## config.mk

```make
export PLATFORM = sky130hd
export DESIGN_NAME = modport_dut_flat
export DESIGN_NICKNAME = d
export VERILOG_FILES = /design/src/rtl/modport_dut_pkg.sv /design/src/rtl/modport_dut_if.sv /design/src/rtl/modport_parity.sv /design/src/rtl/modport_dut.sv /design/src/flat_wrapper.sv
export SDC_FILE = /design/constraint.sdc
export NUM_CORES = 1
export LEC_CHECK = 0
export CORE_ASPECT_RATIO = 0.9
export CORE_MARGIN = 3
export CORE_UTILIZATION = 38
export CTS_CLUSTER_DIAMETER = 40
export DETAILED_ROUTE_END_ITERATION = 6
export PLACE_DENSITY = 0.58
export SLEW_MARGIN = 20
export SYNTH_ARGS = -nofsm -noshare
export SYNTH_HDL_FRONTEND = slang
export SYNTH_SLANG_ARGS = --single-unit
```

## constraint.sdc

```tcl
create_clock -name clk -period 9.04 [get_ports clk]
set_clock_uncertainty 0.15 [all_clocks]
set_input_delay 0.904 -clock clk [delete_from_list [all_inputs] [get_ports clk]]
set_output_delay 0.904 -clock clk [all_outputs]
set_load 0.02 [all_outputs]
```

## src/rtl/modport_dut_pkg.sv

```systemverilog
// Shared types and constants for the modport_dut signed multiplier with parity-checked operands.
// Optional operand parity checking is enabled by defining PARITY_CHECK_EN.
package modport_dut_pkg;

  localparam int ARG_W = 16;
  localparam int RES_W = 32;

  typedef enum logic [1:0] {
    IDLE = 2'd0,
    ACK  = 2'd1,
    CALC = 2'd2,
    DONE = 2'd3
  } state_t;

  typedef struct packed {
    logic [ARG_W-1:0] a;
    logic             a_parity;
    logic [ARG_W-1:0] b;
    logic             b_parity;
  } operands_t;

  typedef struct packed {
    logic [RES_W-1:0] value;
    logic             parity;
    logic             parity_error;
  } result_t;

  // Even parity: the returned bit equals the XOR of all bits of v.
  function automatic logic even_parity(input logic [RES_W-1:0] v);
    return ^v;
  endfunction

endpackage

```

## src/rtl/modport_dut_if.sv

```systemverilog
// Operand/result bus of modport_dut; master drives operands and req, slave returns ack and result.
// Handshake: 4-phase. Master raises req with operands stable, slave raises ack; master drops req,
// slave drops ack; result_rdy then pulses for one cycle with result fields valid.
interface modport_dut_if;
  import modport_dut_pkg::*;

  logic signed [ARG_W-1:0] arg_a;
  logic                    arg_a_parity;
  logic signed [ARG_W-1:0] arg_b;
  logic                    arg_b_parity;
  logic                    req;
  logic                    ack;
  logic signed [RES_W-1:0] result;
  logic                    result_parity;
  logic                    result_rdy;
  logic                    arg_parity_error;

  modport master (
    output arg_a, arg_a_parity, arg_b, arg_b_parity, req,
    input  ack, result, result_parity, result_rdy, arg_parity_error
  );

  modport slave (
    input  arg_a, arg_a_parity, arg_b, arg_b_parity, req,
    output ack, result, result_parity, result_rdy, arg_parity_error
  );

endinterface

```

## src/rtl/modport_parity.sv

```systemverilog
// Even-parity generator for a W-bit vector (W must not exceed RES_W).
module modport_parity
  import modport_dut_pkg::*;
#(
  parameter int W = ARG_W
) (
  input  logic [W-1:0] data,
  output logic         parity
);

  // Zero-extension leaves the XOR reduction unchanged.
  logic [RES_W-1:0] data_ext;

  assign data_ext = RES_W'(data);
  assign parity   = even_parity(data_ext);

endmodule

```

## src/rtl/modport_dut.sv

```systemverilog
// Handshaked 16x16 signed multiplier: IDLE->ACK->CALC->DONE, registered 32-bit product and parity.
// Define PARITY_CHECK_EN to reject operands whose even-parity bits are wrong (result forced to 0).
module modport_dut
  import modport_dut_pkg::*;
(
  input  logic         clk,
  input  logic         rst_n,
  modport_dut_if.slave bus,
  output state_t       state_dbg
);

  state_t    state;
  state_t    state_next;
  operands_t ops;
  result_t   res_q;
  logic      ack_q;
  logic      rdy_q;

  logic signed [RES_W-1:0] product;
  logic [RES_W-1:0]        res_value_next;
  logic                    res_parity_next;
  logic                    a_parity_calc;
  logic                    b_parity_calc;
  logic                    parity_error_next;

  modport_parity #(.W(ARG_W)) u_a_parity (.data(ops.a), .parity(a_parity_calc));
  modport_parity #(.W(ARG_W)) u_b_parity (.data(ops.b), .parity(b_parity_calc));
  modport_parity #(.W(RES_W)) u_res_parity (.data(res_value_next), .parity(res_parity_next));

  // Both operands sign-extend to the 32-bit context, so -32768*-32768 stays exact.
  assign product = $signed(ops.a) * $signed(ops.b);

`ifdef PARITY_CHECK_EN
  assign parity_error_next = (a_parity_calc != ops.a_parity) || (b_parity_calc != ops.b_parity);
`else
  logic unused_parity_bits;
  assign unused_parity_bits = ^{a_parity_calc, b_parity_calc, ops.a_parity, ops.b_parity};
  assign parity_error_next  = 1'b0;
`endif

  assign res_value_next = parity_error_next ? '0 : product;

  always_comb begin
    state_next = state;
    case (state)
      IDLE:    if (bus.req)  state_next = ACK;
      ACK:     if (!bus.req) state_next = CALC;
      CALC:    state_next = DONE;
      DONE:    state_next = IDLE;
      default: state_next = IDLE;
    endcase
  end

  always_ff @(posedge clk) begin
    if (rst_n) begin
      state <= IDLE;
      ops   <= '0;
      res_q <= '0;
      ack_q <= 1'b0;
      rdy_q <= 1'b0;
    end else begin
      state <= state_next;
      ack_q <= (state_next == ACK);
      rdy_q <= (state_next == DONE);
      if (state == IDLE && bus.req) begin
        ops <= '{a: bus.arg_a, a_parity: bus.arg_a_parity,
                 b: bus.arg_b, b_parity: bus.arg_b_parity};
      end
      if (state == CALC) begin
        res_q <= '{value: res_value_next, parity: res_parity_next,
                   parity_error: parity_error_next};
      end
    end
  end

  assign bus.ack              = ack_q;
  assign bus.result_rdy       = rdy_q;
  assign bus.result           = res_q.value;
  assign bus.result_parity    = res_q.parity;
  assign bus.arg_parity_error = res_q.parity_error;
  assign state_dbg            = state;

endmodule

```

## src/flat_wrapper.sv

```systemverilog
// flat-port wrapper written by rule: the top's interface ports become plain ports
module modport_dut_flat import modport_dut_pkg::*;
  (clk, rst_n, state_dbg, bus_arg_a, bus_arg_a_parity, bus_arg_b, bus_arg_b_parity, bus_req, bus_ack, bus_result, bus_result_parity, bus_result_rdy, bus_arg_parity_error);
  modport_dut_if bus_i ();
  input  logic clk;
  input  logic rst_n;
  output state_t state_dbg;
  input wire logic [$bits(bus_i.arg_a)-1:0] bus_arg_a;
  input wire logic [$bits(bus_i.arg_a_parity)-1:0] bus_arg_a_parity;
  input wire logic [$bits(bus_i.arg_b)-1:0] bus_arg_b;
  input wire logic [$bits(bus_i.arg_b_parity)-1:0] bus_arg_b_parity;
  input wire logic [$bits(bus_i.req)-1:0] bus_req;
  output wire logic [$bits(bus_i.ack)-1:0] bus_ack;
  output wire logic [$bits(bus_i.result)-1:0] bus_result;
  output wire logic [$bits(bus_i.result_parity)-1:0] bus_result_parity;
  output wire logic [$bits(bus_i.result_rdy)-1:0] bus_result_rdy;
  output wire logic [$bits(bus_i.arg_parity_error)-1:0] bus_arg_parity_error;
  assign bus_i.arg_a = bus_arg_a;
  assign bus_i.arg_a_parity = bus_arg_a_parity;
  assign bus_i.arg_b = bus_arg_b;
  assign bus_i.arg_b_parity = bus_arg_b_parity;
  assign bus_i.req = bus_req;
  assign bus_ack = bus_i.ack;
  assign bus_result = bus_i.result;
  assign bus_result_parity = bus_i.result_parity;
  assign bus_result_rdy = bus_i.result_rdy;
  assign bus_arg_parity_error = bus_i.arg_parity_error;
  modport_dut u_core (.clk(clk), .rst_n(rst_n), .bus(bus_i), .state_dbg(state_dbg));
endmodule
```

==> summary.md, run 1 <==
| Metric | Value |
|---|---|
| Status | finished clean |
| Clock buffer depth | 2 |
| Die width | 197 um |
| CTS H-tree lvls | 3 |
| Initial antenna violation count | 0 |
| Total chip power | 1.45 mW |
| Hold path cells | 2 |
| Fmax | 128 MHz |
| Vias/cell | 4.90 |
| CP startpoint kind | register |
| Post-CTS setup buffer count | 0 |
| Max_cap viols | 0 |
| Crit path required time | 9.17 ns |
| WHS Endpoint | u_core.bus.result[6]$_SDFFE_PP0N_ |
| Max-Slew Margin vs Limit | 36.5% |
| Final Wtd Congestion | 0.849 |
| Post-cts sizing count | 0 |
| Tot GR Track Use | 18.6% |
| Ys flop type | dfxtp_1 |
| Number of synthesized register bits | 69 |
| CTS clk-pin slew, worst paths | 0.06 ns |
| Synth top area cells | fa_1, dfxtp_1, inv_1, ha_1, nand2_1 |
| Final slew viol count | 0 |
| Area of the mapped netlist | 0.0125 mm2 |
| Detailed Route WL | ~31,000 um |
| Sw frac | 39.1% |
| Async set or reset register ratio after synthesis | 0% |
| CTS sink cnt | 69 |
| WS Path Type | register to register |
| Logic gate share of total power | about half |
| Synth area leader | fa_1 |
| N_diodes | 0 |
| Port bufs | between 70 and 80 |
| R2R Setup Slk | between 1 and 1.5 ns |
| Least-Margin Pin Slew | around 0.95 ns |
| Final Hold Fails | 0 |
| Number of buffers created by CTS | 9 |
| Vias in the first global route | 9,826 |
| Die Area | 0.0351 mm2 |
| Cells after Synth | 1,406 |
| Core region area | 0.0322 mm2 |
| Share of cells above drive strength 1 | between 2 and 3% |
| Post-DP HPWL | 24,900 um |
| Slowest cell delay on critical path | 0.94 ns |
| Syn. warnings | 0 |
| Switching pwr | 0.567 mW |
| Net count, final | 1,819 |
| Largest net degree at the start of global routing | 70 |
| Synth cell types | 49 |
| Post-CTS Hold Buffers | 0 |
| Die Span Y | 178 um |
| R2r endpoint | u_core.bus.result_parity$_SDFFE_PP0N_ |
| Placed cells | 1,843 |
| Crit. End Element | register |
| Min-delay src | u_core.bus.result[6]$_SDFFE_PP0N_ |
| Register area share after synthesis | 11.0% |
| Fill count | 3,230 |
| Non-filler cells, final | 1,859 |
| Setup violators final | 0 |
| RSZ-0062 raised after global routing | false |
| Clock Root Buffer | clkbuf_16 |
| 1st-iter DRT viols | 386 |
| PD cells | 105 mW/mm2 |
| DR WL/cell | 16.5 um |
| RR Startpoint | u_core.ops[25]$_SDFFE_PP0P_ |
| First-pass GRT wire length | just over 50,000 um |
| Grt ovf | 0 |
| Share of power burned in registers | 25.9% |
| Fin crit share | 86.7% |
| Syn-to-layout area delta | 10.7% |
| Pint | 0.882 mW |
| CP arrival | 7.97 ns |
| LEAKAGE | 6.78 nW |
| EDFF count, synth | 0 |
| Total iterations of the first detailed-routing run | 5 |
| Drt drc | 0 |
| Post-DRT Antenna Nets | 0 |
| Vias post-DR | 9,110 |
| Worst-path maximum fanout | 17 |
| Most used cell, CP | fa_1 |
| Worst VDD drop | 0.142 mV |
| Setup tns final | 0 ns |
| Post-Syn Nets | 1,787 |
| Core Rows | 62 |
| I/O pin cnt | 75 |
| Synthesized area per cell | 8.90 um2 |
| Yosys top cell area share | a little over two fifths |
| CTS tree | yes |
| Highest-delay cell along the critical path | dfxtp_1 |
| Worst Reg-to-Reg Cells | 26 |
| Crit path time final | 7.84 ns |
| Worst hold margin | 0.305 ns |
| Later-pin clock latency in the skew report | 0.35 ns |
| HP Class | register to register |
| Clock share of power | 25.4% |
| Initial Util | 38.9% |
metrics by stage:
step	cell area [um2]	setup slack (ns)	utilization (%)
after floorplan	12500	2.11	-
after global placement	13500	1.35	42.1
after detailed placement	13500	1.23	42.1
after CTS	13800	1.20	43.0
after global routing	13800	0.916	43.0
final	13800	1.20	43.0
cell usage after synthesis, types with 2 or more instances:
cell / count
nand2b_1: 7
a21o_1: 8
xnor2_1: 39
a21oi_1: 87
nand3_1: 7
xor2_1: 12
and3_1: 2
clkbuf_8: 3
nor2b_1: 3
nor4_1: 2
buf_1: 2
fa_1: 262
dfxtp_1: 69
o21bai_1: 9
o21a_1: 3
a21oi_2: 4
ha_1: 82
inv_1: 293
nand2_1: 253
and2_1: 121
a211o_1: 2
xnor3_1: 6
a31oi_1: 5
nor2_1: 35
a211oi_1: 5
o21ai_0: 8
clkbuf_1: 52
nor3_1: 4
power groups by stage:
| stage | Combinational [mW] | Sequential (mW) | Clock, mW |
|---|---|---|---|
| 2_1_floorplan | 0.547 | 0.349 | 0 |
| 3_3_place_gp | 0.697 | 0.381 | 0 |
| 3_5_place_dp | 0.706 | 0.381 | 0 |
| 4_1_cts | 0.712 | 0.375 | 0.376 |
| 5_1_grt | 0.774 | 0.379 | 0.386 |
| 6_report | 0.706 | 0.375 | 0.368 |
cell usage in the layout (no fill, tap or decap), types with 9 or more instances in the layout:
cell,count
clkdlybuf4s50_1,70
nor2_1,34
clkbuf_16,9
fa_1,262
o21bai_1,9
inv_1,293
dfxtp_1,69
a21oi_1,87
nand2_1,253
xor2_1,12
buf_4,9
ha_1,82
xnor2_1,39
and2_1,121
worst max-delay path: cells and delay by family (launching register included):
family,cells,cell delay (ns)
fa+ha+maj,7,3.44
xor+xnor,6,1.53
flops,1,0.94
simple gates,4,0.82
compound gates,4,0.63
buf+inv,5,0.26
flip-flops by register name (all words and copies together), names as in the netlist:
| signal | flops |
|---|---|
| u_core.state_dbg | 2 |
| u_core.bus.result | 32 |
| u_core.bus.ack | 1 |
| u_core.ops | 32 |
| u_core.bus.result_parity | 1 |
| u_core.bus.result_rdy | 1 |
layout make-up:
cell class / instances / area, um2 / share of cell area (%)
multi-input combinational: 985 / 9770 / 70.6
sequential: 69 / 1380 / 9.98
inverter: 293 / 1100 / 7.94
timing repair buffer: 80 / 773 / 5.59
tap: 416 / 520 / 3.76
clock buffer: 9 / 225 / 1.63
clock inverter: 7 / 73.8 / 0.533
worst max path at each step:
stage | from | endpoint | slack (ns) | depth (start not counted)
floorplan | u_core.ops[33]$_SDFFE_PP0P_ | u_core.bus.result_parity$_SDFFE_PP0N_ | 2.11 | 23
global placement | u_core.ops[25]$_SDFFE_PP0P_ | u_core.bus.result_parity$_SDFFE_PP0N_ | 1.35 | 26
detailed placement | u_core.ops[25]$_SDFFE_PP0P_ | u_core.bus.result_parity$_SDFFE_PP0N_ | 1.23 | 26
CTS | u_core.ops[25]$_SDFFE_PP0P_ | u_core.bus.result_parity$_SDFFE_PP0N_ | 1.20 | 26
global route | u_core.ops[25]$_SDFFE_PP0P_ | u_core.bus.result_parity$_SDFFE_PP0N_ | 0.92 | 26
finish | u_core.ops[25]$_SDFFE_PP0P_ | u_core.bus.result_parity$_SDFFE_PP0N_ | 1.20 | 26
cells by family (layout without fill, tap and decap cells):
family                   Yosys count  count (layout)  share of synthesized area, %
flip-flops                        69              69                          11.0
AND/OR/NAND/NOR                  440             440                          16.2
other                              1               1                        0.0300
XOR/XNOR                          59              59                          4.97
adder cells (fa/ha/maj)          344             344                          50.1
buffers and inverters            352             389                          10.9
AO/OA/AOI/OAI                    141             141                          6.77
layer usage:
layer  vias up  track usage, %  share of wire (%)
li1       4232               -                  -
met1      4677            25.3                 44
met2       168            32.5                 50
met3        33            2.02                3.5
met4         0            3.83                1.7
met5         -               0                  0
Note: power is estimated with default switching activity, not from simulation.
==> run 2: changes to the inputs <==
==> constraint.sdc (replaced) <==
create_clock -name clk -period 9.04 [get_ports clk]
set_clock_uncertainty 0.15 [all_clocks]
set_input_delay 0.904 -clock clk [delete_from_list [all_inputs] [get_ports clk]]
set_output_delay 0.904 -clock clk [all_outputs]
set_load 0.1 [all_outputs]
==> results of run 2 <==
The final DEF is identical to that of run 1. Status: finished clean.
Main changes from that run: total power 1.45 mW -> 1.50 mW; worst IR drop on VDD 0.142 mV -> 0.178 mV
